<file path="config.mk">
export PLATFORM = sky130hd
export DESIGN_NAME = irq_pending_arbiter_flat
export DESIGN_NICKNAME = d
export VERILOG_FILES = /design/src/rtl/irq_pending_arbiter_pkg.sv /design/src/rtl/irq_pending_arbiter_if.sv /design/src/rtl/irq_pending_arbiter_prio_enc8.sv /design/src/rtl/irq_pending_arbiter.sv /design/src/flat_wrapper.sv
export SDC_FILE = /design/constraint.sdc
export NUM_CORES = 1
export LEC_CHECK = 0
export CAP_MARGIN = 20
export CELL_PAD_IN_SITES_DETAIL_PLACEMENT = 0
export CELL_PAD_IN_SITES_GLOBAL_PLACEMENT = 1
export CORE_UTILIZATION = 33
export DETAILED_ROUTE_END_ITERATION = 10
export PLACE_DENSITY_LB_ADDON = 0.1
export SETUP_SLACK_MARGIN = 0.3
export SLEW_MARGIN = 20
export SYNTH_ARGS = -nofsm -noshare
export SYNTH_HDL_FRONTEND = slang
export SYNTH_HIERARCHICAL = 1
export SYNTH_SLANG_ARGS = --single-unit
</file>
<file path="constraint.sdc">
create_clock -name clk -period 2.71 [get_ports clk]
set_clock_uncertainty 0.05 [all_clocks]
set_input_delay 0.542 -clock clk [delete_from_list [all_inputs] [get_ports clk]]
set_output_delay 0.542 -clock clk [all_outputs]
set_load 0.1 [all_outputs]
</file>
<file path="src/rtl/irq_pending_arbiter_pkg.sv">
`default_nettype none
// ============================================================================
// Module   : irq_pkg
// Brief    : Shared constants, state type and clear-mask helper for the
//            interrupt pending arbiter.
// Revision : 1.0 - initial release
// ============================================================================
package irq_pkg;

   localparam int IRQ_N      = 8;
   localparam int IRQ_CODE_W = 3;

   typedef enum logic [0:0] {
      IDLE  = 1'b0,
      OFFER = 1'b1
   } irq_state_e;

   // One-hot mask with only the bit selected by code set.
   function automatic logic [IRQ_N-1:0] code_onehot(input logic [IRQ_CODE_W-1:0] code);
      logic [IRQ_N-1:0] w_mask;
      w_mask       = '0;
      w_mask[code] = 1'b1;
      return w_mask;
   endfunction

endpackage
`default_nettype wire

</file>
<file path="src/rtl/irq_pending_arbiter_if.sv">
`default_nettype none
// ============================================================================
// Module   : irq_pending_arbiter_if
// Brief    : Request/mask inputs, valid/ready code handshake and status
//            outputs of the interrupt pending arbiter.
// Revision : 1.0 - initial release
// ============================================================================
interface irq_pending_arbiter_if
   import irq_pkg::*;
#(
   parameter int N      = IRQ_N,
   parameter int CODE_W = IRQ_CODE_W
) ();

   logic [N-1:0]      req;
   logic [N-1:0]      mask;
   logic              irq_valid;
   logic [CODE_W-1:0] irq_code;
   logic              irq_ready;
   logic [N-1:0]      pending;
   logic [7:0]        drop_cnt;

   // Requester / consumer side.
   modport master (
      output req,
      output mask,
      output irq_ready,
      input  irq_valid,
      input  irq_code,
      input  pending,
      input  drop_cnt
   );

   // Arbiter side.
   modport slave (
      input  req,
      input  mask,
      input  irq_ready,
      output irq_valid,
      output irq_code,
      output pending,
      output drop_cnt
   );

endinterface
`default_nettype wire

</file>
<file path="src/rtl/irq_pending_arbiter_prio_enc8.sv">
`default_nettype none
// ============================================================================
// Module   : prio_enc8
// Brief    : Combinational 8-to-3 priority encoder, bit 7 highest, with an
//            any-valid flag.
// Revision : 1.0 - initial release
// ============================================================================
module prio_enc8
   import irq_pkg::*;
(
   input  logic [IRQ_N-1:0]      i_vec,
   output logic [IRQ_CODE_W-1:0] o_code,
   output logic                  o_any_valid
);

   // Ascending scan so the highest set bit is the last one written.
   always_comb begin
      o_code      = '0;
      o_any_valid = 1'b0;
      for (int i = 0; i < IRQ_N; i++) begin
         if (i_vec[i]) begin
            o_code      = IRQ_CODE_W'(i);
            o_any_valid = 1'b1;
         end
      end
   end

endmodule
`default_nettype wire

</file>
<file path="src/rtl/irq_pending_arbiter.sv">
`default_nettype none
// ============================================================================
// Module   : irq_pending_arbiter
// Brief    : Captures eight request lines into sticky pending bits, masks
//            them and offers the highest-priority one as a registered 3-bit
//            code over valid/ready; the accepted line's pending bit clears.
//            Build option IRQ_EDGE_DETECT_EN: rising-edge events instead of
//            level events.
// Revision : 1.0 - initial release
// ============================================================================
module irq_pending_arbiter
   import irq_pkg::*;
(
   input  logic                  clk,
   input  logic                  rst_n,
   irq_pending_arbiter_if.slave  bus
);

   localparam logic [7:0] c_DROP_MAX = 8'hFF;

   irq_state_e            r_state;
   irq_state_e            w_state_nxt;
   logic [IRQ_CODE_W-1:0] r_code;
   logic [IRQ_CODE_W-1:0] w_code_nxt;
   logic [IRQ_N-1:0]      r_pending;
   logic [7:0]            r_drop_cnt;

   logic [IRQ_N-1:0]      w_event;
   logic [IRQ_N-1:0]      w_code_oh;
   logic [IRQ_N-1:0]      w_clr;
   logic [IRQ_N-1:0]      w_cand;
   logic [IRQ_N-1:0]      w_next;
   logic [IRQ_CODE_W-1:0] w_cand_code;
   logic [IRQ_CODE_W-1:0] w_next_code;
   logic                  w_cand_any;
   logic                  w_next_any;
   logic                  w_hs;
   logic                  w_drop;

`ifdef IRQ_EDGE_DETECT_EN
   logic [IRQ_N-1:0] r_req_q;

   // Previous-cycle request levels so only rising edges count as events.
   always_ff @(posedge clk or negedge rst_n) begin
      if (!rst_n) r_req_q <= '0;
      else        r_req_q <= bus.req;
   end

   assign w_event = bus.req & ~r_req_q;
`else
   assign w_event = bus.req;
`endif

   assign w_hs      = (r_state == OFFER) && bus.irq_ready;
   assign w_code_oh = code_onehot(r_code);
   assign w_clr     = w_hs ? w_code_oh : '0;
   assign w_cand    = r_pending & bus.mask;
   // Candidates left once the code being accepted is removed.
   assign w_next    = w_cand & ~w_code_oh;
   assign w_drop    = |(w_event & r_pending & ~w_clr);

   prio_enc8 u_enc_cand (
      .i_vec       (w_cand),
      .o_code      (w_cand_code),
      .o_any_valid (w_cand_any)
   );

   prio_enc8 u_enc_next (
      .i_vec       (w_next),
      .o_code      (w_next_code),
      .o_any_valid (w_next_any)
   );

   // Sticky pending bits; a new event beats a same-cycle clear.
   always_ff @(posedge clk or negedge rst_n) begin
      if (!rst_n) r_pending <= '0;
      else        r_pending <= w_event | (r_pending & ~w_clr);
   end

   // Saturating count of cycles in which at least one event was lost.
   always_ff @(posedge clk or negedge rst_n) begin
      if (!rst_n)                                r_drop_cnt <= '0;
      else if (w_drop && r_drop_cnt != c_DROP_MAX) r_drop_cnt <= r_drop_cnt + 8'd1;
   end

   // Offer state and the frozen code register.
   always_ff @(posedge clk or negedge rst_n) begin
      if (!rst_n) begin
         r_state <= IDLE;
         r_code  <= '0;
      end else begin
         r_state <= w_state_nxt;
         r_code  <= w_code_nxt;
      end
   end

   // Next offer: load on entry, reload on accept for bubble-free grants.
   always_comb begin
      w_state_nxt = r_state;
      w_code_nxt  = r_code;
      case (r_state)
         IDLE: begin
            if (w_cand_any) begin
               w_state_nxt = OFFER;
               w_code_nxt  = w_cand_code;
            end
         end
         OFFER: begin
            if (w_hs) begin
               if (w_next_any) w_code_nxt  = w_next_code;
               else            w_state_nxt = IDLE;
            end
         end
         default: w_state_nxt = IDLE;
      endcase
   end

   assign bus.irq_valid = (r_state == OFFER);
   assign bus.irq_code  = r_code;
   assign bus.pending   = r_pending;
   assign bus.drop_cnt  = r_drop_cnt;

endmodule
`default_nettype wire

</file>
<file path="src/flat_wrapper.sv">
// flat-port wrapper written by rule: the top's interface ports become plain ports
module irq_pending_arbiter_flat import irq_pkg::*;
  (clk, rst_n, bus_req, bus_mask, bus_irq_ready, bus_irq_valid, bus_irq_code, bus_pending, bus_drop_cnt);
  irq_pending_arbiter_if bus_i ();
  input  logic clk;
  input  logic rst_n;
  input wire logic [$bits(bus_i.req)-1:0] bus_req;
  input wire logic [$bits(bus_i.mask)-1:0] bus_mask;
  input wire logic [$bits(bus_i.irq_ready)-1:0] bus_irq_ready;
  output wire logic [$bits(bus_i.irq_valid)-1:0] bus_irq_valid;
  output wire logic [$bits(bus_i.irq_code)-1:0] bus_irq_code;
  output wire logic [$bits(bus_i.pending)-1:0] bus_pending;
  output wire logic [$bits(bus_i.drop_cnt)-1:0] bus_drop_cnt;
  assign bus_i.req = bus_req;
  assign bus_i.mask = bus_mask;
  assign bus_i.irq_ready = bus_irq_ready;
  assign bus_irq_valid = bus_i.irq_valid;
  assign bus_irq_code = bus_i.irq_code;
  assign bus_pending = bus_i.pending;
  assign bus_drop_cnt = bus_i.drop_cnt;
  irq_pending_arbiter u_core (.clk(clk), .rst_n(rst_n), .bus(bus_i));
endmodule
</file>
# ---- Yosys cells after proc, flatten, opt, wreduce, memory -nomap -nowiden
# Cells that the tools add are included.
dict set report totals {
  register_bits 20
  output_inout_bits 20
}
dict set report op_classes {
  add_sub_neg 1
  magnitude_cmp 2
  eq_ne 4
  n_mux 41
  bitwise_logic 9
  n_reduce_logical 5
}
# cell count
set ops {}
lappend ops {{$mux W3} 15}
lappend ops {{$and A8 B8 Y8} 5}
lappend ops {{$mux W1} 22}
lappend ops {{$not A8 Y8} 2}
lappend ops {{$add A8 B1 Y8 const B} 1}
lappend ops {{$mux W8} 1}
lappend ops {{$ne A8 B8 Y1 const B} 1}
lappend ops {{$or A8 B8 Y8} 1}
lappend ops {{$reduce_or A8 Y1} 1}
lappend ops {{$ne A2 B2 Y1 const B} 3}
lappend ops {{$pmux W3 S2} 1}
lappend ops {{$lt A3 B4 Y1 const B} 1}
lappend ops {{$demux W1 S3} 1}
lappend ops {{$ge A3 B1 Y1 const B} 1}
lappend ops {{$logic_and A1 B1 Y1} 3}
lappend ops {{$reduce_and A3 Y1} 1}
lappend ops {{$pmux W1 S2} 1}
lappend ops {{$not A1 Y1} 1}

# ---- Longest topological paths before layout
# Gate-level depths: netlist (run 1).
dict set report depth {
  depth_word 17
  ltp_mapped 8
}

# ---- Modules after synthesis
# The synthesis (run 1) kept the hierarchy.
# module n_inst cells_each area_per_inst_um2 seq_area_each_um2
set modules_own_cells {}
lappend modules_own_cells {irq_pending_arbiter 1 108 1098.6 500.5}
lappend modules_own_cells {prio_enc8 2 12 57.6 0.0}

# ---- Least setup slack after synthesis (run 1)
# OpenSTA, ideal clock, no wires.
dict set report synth_timing {
  kind {reg-to-reg}
  from {register u_core.r_state (netlist: u_core/bus.irq_valid)}
  to {register u_core.r_drop_cnt[2] (netlist: u_core/bus.drop_cnt[2])}
  setup_time_ns 0.163
  t_arrival_ns 2.486
  required_time_ns 2.497
  slack_ns 0.010
  stages_incl_launch_ff 9
  n_path_buf 1
  period_less_slack_ns 2.700
  cell_sequence {dfrtp_1 > buf_4 > and3_4 > nand2_2 > a32oi_2 > nand3_2 > or3_4 > and3_1 > xor2_1}
}
dict set report synth_between {
  elab_chain_cells 6
}
# element line_no
set synth_lines {}
lappend synth_lines {{from (decl)} irq_pending_arbiter.sv:21} ;# irq_state_e r_state;
lappend synth_lines {{from (signal assigned)} irq_pending_arbiter.sv:92} ;# r_state <= w_state_nxt;
lappend synth_lines {{$logic_and A1 B1 Y1} irq_pending_arbiter.sv:54} ;# assign w_hs = (r_state == OFFER) && bus.irq_ready;
lappend synth_lines {{$mux W8} irq_pending_arbiter.sv:56} ;# assign w_clr = w_hs ? w_code_oh : '0;
lappend synth_lines {{$not A8 Y8} irq_pending_arbiter.sv:60} ;# assign w_drop = |(w_event & r_pending & ~w_clr);
lappend synth_lines {{$and A8 B8 Y8} irq_pending_arbiter.sv:60}
lappend synth_lines {{$reduce_or A8 Y1} irq_pending_arbiter.sv:60}
lappend synth_lines {{$logic_and A1 B1 Y1} irq_pending_arbiter.sv:83} ;# else if (w_drop && r_drop_cnt != c_DROP_MAX) r_drop_cnt <= r_drop_cnt + 8'd1;
lappend synth_lines {{to (signal assigned)} irq_pending_arbiter.sv:83}
lappend synth_lines {{to (decl)} irq_pending_arbiter.sv:26} ;# logic [7:0] r_drop_cnt;
# No other way between the ends.
# A chain may end at the register's enable or synchronous reset.

# ---- Final worst setup path (run 1)
dict set report layout_timing {
  from {input bus_mask[4]}
  to {register u_core.r_code[1] (netlist: u_core/bus.irq_code[1])}
}
dict set report layout_between {
  elab_cells_between_ends 25
  cone_classes {eq/ne: 2; mux: 20; bitwise: 2; reduce/logical: 1}
}
# element line_no
set layout_lines {}
lappend layout_lines {{from (decl)} flat_wrapper.sv:8} ;# input wire logic [$bits(bus_i.mask)-1:0] bus_mask;
lappend layout_lines {{$and A8 B8 Y8} irq_pending_arbiter.sv:57} ;# assign w_cand = r_pending & bus.mask;
lappend layout_lines {{net u_core.w_cand[4]} irq_pending_arbiter.sv:31} ;# logic [IRQ_N-1:0] w_cand;
lappend layout_lines {{$and A8 B8 Y8} irq_pending_arbiter.sv:59} ;# assign w_next = w_cand & ~w_code_oh;
lappend layout_lines {{net u_core.w_next[4]} irq_pending_arbiter.sv:32} ;# logic [IRQ_N-1:0] w_next;
lappend layout_lines {{$mux W1 (4 in series)} irq_pending_arbiter_prio_enc8.sv:21} ;# if (i_vec[i]) begin
lappend layout_lines {{net u_core.w_next_any} irq_pending_arbiter.sv:36} ;# logic w_next_any;
lappend layout_lines {{$ne A2 B2 Y1 (no line)} -}
lappend layout_lines {{$reduce_and A3 Y1 (no line)} -}
lappend layout_lines {{to (signal assigned)} irq_pending_arbiter.sv:93} ;# r_code <= w_code_nxt;
lappend layout_lines {{to (decl)} irq_pending_arbiter.sv:23} ;# logic [IRQ_CODE_W-1:0] r_code;
# The timed path passes the listed nets, and every way through them passes these cells. The select of a mux whose other input is x is not followed.

==> results by group, run 1 <==
STA
  – Period utilization: 78.2%
  – WHS: 0.460 ns
  – Final hold viol count: 0
  – Final setup vio count: 0
  – Min Clock Period, post-route: 2.12 ns
  – Slew margin rel.: 61.1%
  – RSZ-0062 raised after global routing: false
  – Slew of the pin with the lowest slew margin: 0.577 ns
  – FMAX: 472 MHz
  – Worst Slack Setup Final: 0.591 ns
  – Total negative slack: 0 ns
  – Slew Limit Fails: 0

Drt
  – Total routed wirelength: 3.17 mm
  – Post-route ant nets: 0
  – Via count: 1129
  – DR iter-0 viols: 35
  – First-pass DRT Iterations: 4
  – Post-DR wirelength/cell: 14.4 µm
  – # DRC: 0
  – Via/cell ratio: 5.11

Worst setup path
  – Worst Setup EP: u_core/bus.irq_code[1]$_DFFE_PN0P_
  – CP Launch Point: bus_mask[4]
  – R2R Setup Slk: 0.63 ns
  – Worst Setup Start Kind: input pin
  – Worst R2R Path Depth: 7
  – Critical Path RT: 2.84 ns
  – Crit path arrival time: 2.25 ns
  – RR Startpoint: u_core/bus.irq_code[1]$_DFFE_PN0P_
  – Worst Path Class, Setup: in2reg
  – Reg-to-Reg End: u_core/bus.drop_cnt[2]$_DFFE_PN0P_
  – Setup crit end kind: flip-flop
  – Crit Path Max Fanout: 6

Global routing
  – First-pass GRT wire length: 5.26 mm
  – Largest net degree at the start of global routing: 21
  – Vias in the first global route: 1139
  – GRT Total Usage: 17.4%
  – Gr ovfl total: 0
  – Number of antenna violations at the first check in global routing: 0

Logic synthesis
  – Post-Syn Area per Cell: 9.19 µm²
  – Mapped cell area: 1210 µm²
  – Yosys Warn Count: 6
  – FF+latch count, synth: 20
  – Ys async rst share: 100%
  – Post-synth EDFFs: 0
  – Post-Synthesis Cells: 132
  – Synth cell types: 37
  – Synth Net Count: 152
  – Main synth FF type: dfrtp_1
  – Register area share after synthesis: 41.2%

Clock tree
  – Root buffer cell: clkbuf_8
  – H-tree lvl count: 1
  – Maximum root-to-sink buffer count: 2
  – Clk sinks: 20
  – Hold_buf cts: 0
  – CTS clk-pin slew, worst paths: 0.08 ns
  – Skew-Pair Late Insertion Delay: 0.26 ns
  – CTS tree: built
  – Num CTS Buffers: 3

Flow run
  – Max-Cap Viols: 0

Placement
  – DP HPWL: 2.58 mm
  – Post-placement setup slack: 0.0888 ns
  – Number of port buffers: 38
  – Placed cells: 217
  – Post-DP Area: 1610 µm²
  – Gpl congestion: 0.781

Floorplan
  – I/O pin count: 39
  – Starting Density: 35.3%
  – Die Y: 62.6 µm
  – Chip Width: 62.6 µm
  – Rows: 21
  – Core ar.: 3440 µm²
  – Die Area: 3920 µm²

Final layout
  – Fin cells: 221
  – Most frequent cells in the layout: buf_4 (22), clkdlybuf4s50_1 (17), dfrtp_1 (16), nor2_1 (15)
  – ANT cells: 0
  – Fillers: 352
  – Fin area: 1690 µm²
  – Layout cells sized above 1: 24.6%
  – Commonest non-fill, non-tap cell in the layout: buf_4
  – Layout Nets: 196
  – Area grow syn2layout: 39.1%

Hold path
  – Hold Startpoint: u_core/bus.drop_cnt[4]$_DFFE_PN0P_
  – Tightest Hold Check Type: reg2reg

Pwr
  – Leak pwr: 0.750 nW
  – Maximum VDD drop: 674 µV
  – PD cells: 1260 nW/µm²

Run status
  – Run status: finished, final reports clean
## synthesized netlist by cell type (all sizes together), types with 2 or more instances
| cell type | count | area (µm²) |
|---|---|---|
| a21boi | 8 | 60.1 |
| a21o | 5 | 38.8 |
| a21oi | 8 | 40.0 |
| a31oi | 4 | 25.0 |
| a32o | 2 | 20.0 |
| and2 | 6 | 37.5 |
| and2b | 2 | 17.5 |
| and3 | 4 | 30.0 |
| clkinv | 2 | 7.51 |
| dfrtp | 20 | 500 |
| inv | 7 | 26.3 |
| mux2i | 3 | 30.0 |
| nand2 | 10 | 40.0 |
| nand3 | 10 | 55.1 |
| nand4 | 2 | 12.5 |
| nor2 | 15 | 56.3 |
| o31ai | 5 | 51.3 |
| or2 | 3 | 18.8 |
| xor2 | 5 | 43.8 |
## worst min-delay path by stage
stage / endpoint / depth (start not counted)
floorplan: u_core/bus.drop_cnt[0]$_DFFE_PN0P_ / 0
global placement: u_core/bus.drop_cnt[4]$_DFFE_PN0P_ / 1
detailed placement: u_core/bus.drop_cnt[4]$_DFFE_PN0P_ / 1
CTS: u_core/bus.drop_cnt[4]$_DFFE_PN0P_ / 1
global route: u_core/bus.drop_cnt[4]$_DFFE_PN0P_ / 1
finish: u_core/bus.drop_cnt[4]$_DFFE_PN0P_ / 1
## worst max-delay path, cell delays in order
cell and delay (ns):
clkdlybuf4s50_1 0.45, and2_1 0.19, a21boi_0 0.33, nor2_1 0.09, nand4_1 0.13, nand3_1 0.08, o21ai_0 0.23, nor2_1 0.09
a21oi_1 0.12
## flip-flops by register name, summed over array words and instances (netlist names)
register              cells
u_core/bus.irq_valid      1
u_core/bus.pending        8
u_core/bus.drop_cnt       8
u_core/bus.irq_code       3
## kinds of logic after synthesis
kind of cell / Yosys count / synth area share, %
xor+xnor: 6 / 4.33
compound gates: 35 / 21.9
mux: 4 / 3.40
flops: 20 / 41.2
buf+inv: 10 / 3.40
simple gates: 56 / 24.7
fa+ha+maj: 1 / 1.03
## repair_timing
action / CTS / global route
endpoints found under the setup margin: 0 / 3
resized for setup: 0 / 2
setup buffers: 0 / 0
## metal layers
layer | vias to the layer above | wire length [µm] | GRT usage [%]
li1 | 554 | - | -
met1 | 532 | 1330 | 19.4
met2 | 33 | 1630 | 31.3
met3 | 10 | 119 | 4.38
met4 | 0 | 93 | 6.98
met5 | - | 0 | 0
## final cells by class
| class | count | area (µm²) | share of cell area, % |
|---|---|---|---|
| Tap cell | 46 | 57.6 | 3.41 |
| Clock buffer | 3 | 41.3 | 2.45 |
| Clock inverter | 1 | 30.0 | 1.78 |
| Sequential cell | 20 | 505 | 29.9 |
| Multi-Input combinational cell | 102 | 672 | 39.8 |
| Timing Repair Buffer | 40 | 348 | 20.6 |
| Inverter | 9 | 33.8 | 2.00 |
## report_power, final
part / total [mW] / leakage (nW) / internal, mW / switching [mW]
Combinational: 1.28 / 0.508 / 0.328 / 0.954
Sequential: 0.547 / 0.207 / 0.399 / 0.147
Clock: 0.300 / 0.0357 / 0.197 / 0.103
## per-stage QoR
stage	power (mW)	utilization (%)
6_report	2.13	49.0
5_1_grt	2.24	49.0
4_1_cts	2.15	49.0
3_5_place_dp	1.84	46.9
3_3_place_gp	1.83	46.9
2_1_floorplan	1.53	-
(Power assumes the default switching activity.)
==> run 2, diff against run 1 <==
CORE_UTILIZATION = 30   (was 33)
clock period = 1.86 ns   (was 2.71 ns; I/O delays follow)
==> results by group, run 2 (same netlist as run 1, synthesis figures left out) <==
Clock tree
  – Clk sinks: 20 (unchanged)
  – Hold_buf cts: 0 (unchanged)
  – H-tree lvl count: 1 (unchanged)
  – Root buffer cell: clkbuf_8
  – CTS tree: built
  – CTS clk-pin slew, worst paths: 0.08 ns (about the same)
  – Skew-Pair Late Insertion Delay: 0.27 ns (about the same)
  – Num CTS Buffers: 3 (unchanged)
  – Maximum root-to-sink buffer count: 2 (unchanged)

STA
  – WHS: 0.391 ns (-0.0686 ns)
  – Slew Limit Fails: 0 (unchanged)
  – RSZ-0062 raised after global routing: true
  – FMAX: 497 MHz
  – Worst Slack Setup Final: -0.152 ns (-0.743 ns)
  – Period utilization: 108%
  – Slew of the pin with the lowest slew margin: 0.340 ns (-0.237 ns)
  – Final setup vio count: 11 (+11)
  – Slew margin rel.: 77.1% (+16 points)
  – Min Clock Period, post-route: 2.01 ns
  – Final hold viol count: 0 (unchanged)

Final layout
  – Area grow syn2layout: 93.5%
  – Fin area: 2350 µm² (+39%)
  – Layout cells sized above 1: 50.5% (+26 points)
  – Storage cell area: 537 µm² (+6.2%)
  – Area of the multi-input gates: 711 µm² (+5.8%)
  – ANT cells: 0 (unchanged)
  – Final Core Density: 62.3% (+13 points)
  – Layout Nets: 239 (+22%)
  – Fillers: 320 (-9.1%)
  – Most frequent cells in the layout: buf_4 (40), buf_12 (20), clkdlybuf4s50_1 (17), nor2_1 (13), dfrtp_2 (11)
  – Commonest non-fill, non-tap cell in the layout: buf_4

Global routing
  – Number of antenna violations at the first check in global routing: 0 (unchanged)
  – Largest net degree at the start of global routing: 21 (unchanged)
  – Met1 usage: 22.6% (+3.2 points)
  – Gr ovfl total: 0 (unchanged)
  – First-pass GRT wire length: 6.69 mm (+27%)
  – Gr busiest metal: met2
  – GRT Total Usage: 21.1% (+3.7 points)
  – GR Util met2: 40.9% (+9.6 points)
  – GR Util met3: 4.51% (+0.13 points)
  – Vias in the first global route: 1396 (+23%)

Drt
  – Post-route ant nets: 0 (unchanged)
  – Total routed wirelength: 3.98 mm (+25%)
  – # DRC: 0 (unchanged)
  – Post-DR wirelength/cell: 14.9 µm (+4.1%)
  – DR iter-0 viols: 76 (+120%)
  – First-pass DRT Iterations: 4 (unchanged)
  – Via count: 1302 (+15%)
  – Via/cell ratio: 4.89 (-4.2%)

Worst setup path
  – Critical Path RT: 1.97 ns (-0.87 ns)
  – Crit path arrival time: 2.12 ns (-0.13 ns)
  – R2R Setup Slk: -0.15 ns (-0.78 ns)
  – Worst Path Class, Setup: reg2reg
  – CP Launch Point: u_core/bus.irq_code[2]$_DFFE_PN0P_
  – Crit Path Max Fanout: 5 (-1)
  – Worst Setup Start Kind: flip-flop
  – RR Startpoint: u_core/bus.irq_code[2]$_DFFE_PN0P_
  – Setup crit end kind: flip-flop

Pwr
  – Leak pwr: 1.06 nW (+41%)
  – PD cells: 1740 nW/µm² (+38%)
  – Maximum VDD drop: 1670 µV (+150%)

Floorplan
  – Die Y: 65.6 µm (+4.7%)
  – Starting Density: 32.2% (-3.1 points)
  – Chip Width: 65.6 µm (+4.7%)
  – Die Area: 4300 µm² (+9.7%)
  – Rows: 22 (+4.8%)
  – I/O pin count: 39 (unchanged)
  – Core ar.: 3770 µm² (+9.6%)

Flow run
  – Max-Cap Viols: 0 (unchanged)

Placement
  – Post-DP Area: 2200 µm² (+37%)
  – DP HPWL: 3.07 mm (+19%)
  – Number of port buffers: 38 (unchanged)
  – Post-placement setup slack: -0.583 ns (-0.672 ns)
  – Gpl congestion: 0.804 (+2.9%)

Run status
  – Failing checks: negative setup slack
  – Run status: complete, but fails checks

Hold path
  – Tightest Hold Check Type: in2async
## run 2: metal layers
metal	wire length, µm	part of all wire, %	up-vias
li1	-	-	637
met1	1600	40	637
met2	2220	56	24
met3	110	2.8	4
met4	40	1.0	0
met5	0	0	-
## run 2: path summary, 6_finish.rpt
kind                                                 endpoint  depth (start not counted)
setup / recovery           u_core/bus.drop_cnt[2]$_DFFE_PN0P_                          6
setup reg to reg           u_core/bus.drop_cnt[2]$_DFFE_PN0P_                          6
hold reg to reg               u_core/bus.pending[0]$_DFF_PN0_                          1
min in group clk              u_core/bus.pending[0]$_DFF_PN0_                          1
hold / removal             u_core/bus.irq_code[2]$_DFFE_PN0P_                          2
max in group asynchronous     u_core/bus.pending[4]$_DFF_PN0_                          2
## run 2: layout make-up
class | count | area share, %
Clock buffer | 3 | 1.76
Clock inverter | 1 | 1.28
Inverter | 9 | 1.44
Multi-Input combinational cell | 102 | 30.3
Sequential cell | 20 | 22.9
Tap cell | 48 | 2.56
Timing Repair Buffer | 83 | 39.9
## run 2: timing repair
item	in CTS	in global routing
setup endpoints to repair	12	15
setup buffers	4	0
cloned	0	0
resized for setup	15	6
pin swaps	9	4
## run 2: power breakdown
group / internal [mW] / switching [mW]
clock network: 0.288 / 0.167
logic: 1.18 / 1.67
registers: 0.614 / 0.162
## run 2: worst max-delay path, cell delays in order, from the launching register on
cell and delay [ns]:
dfrtp_4 0.52, and2b_2 0.27, a21boi_2 0.07, a32o_2 0.26, or3_4 0.41, and3_1 0.18, xor2_1 0.14
## run 2: through the flow
step | power [mW] | std cells | TNS [ns]
finish | 4.08 | 266 | -1.04
global route | 4.26 | 266 | -1.83
CTS | 4.05 | 266 | -1.27
detailed placement | 3.49 | 258 | -5.27
global placement | 3.46 | 258 | -4.84
floorplan | 2.29 | 132 | -2.66
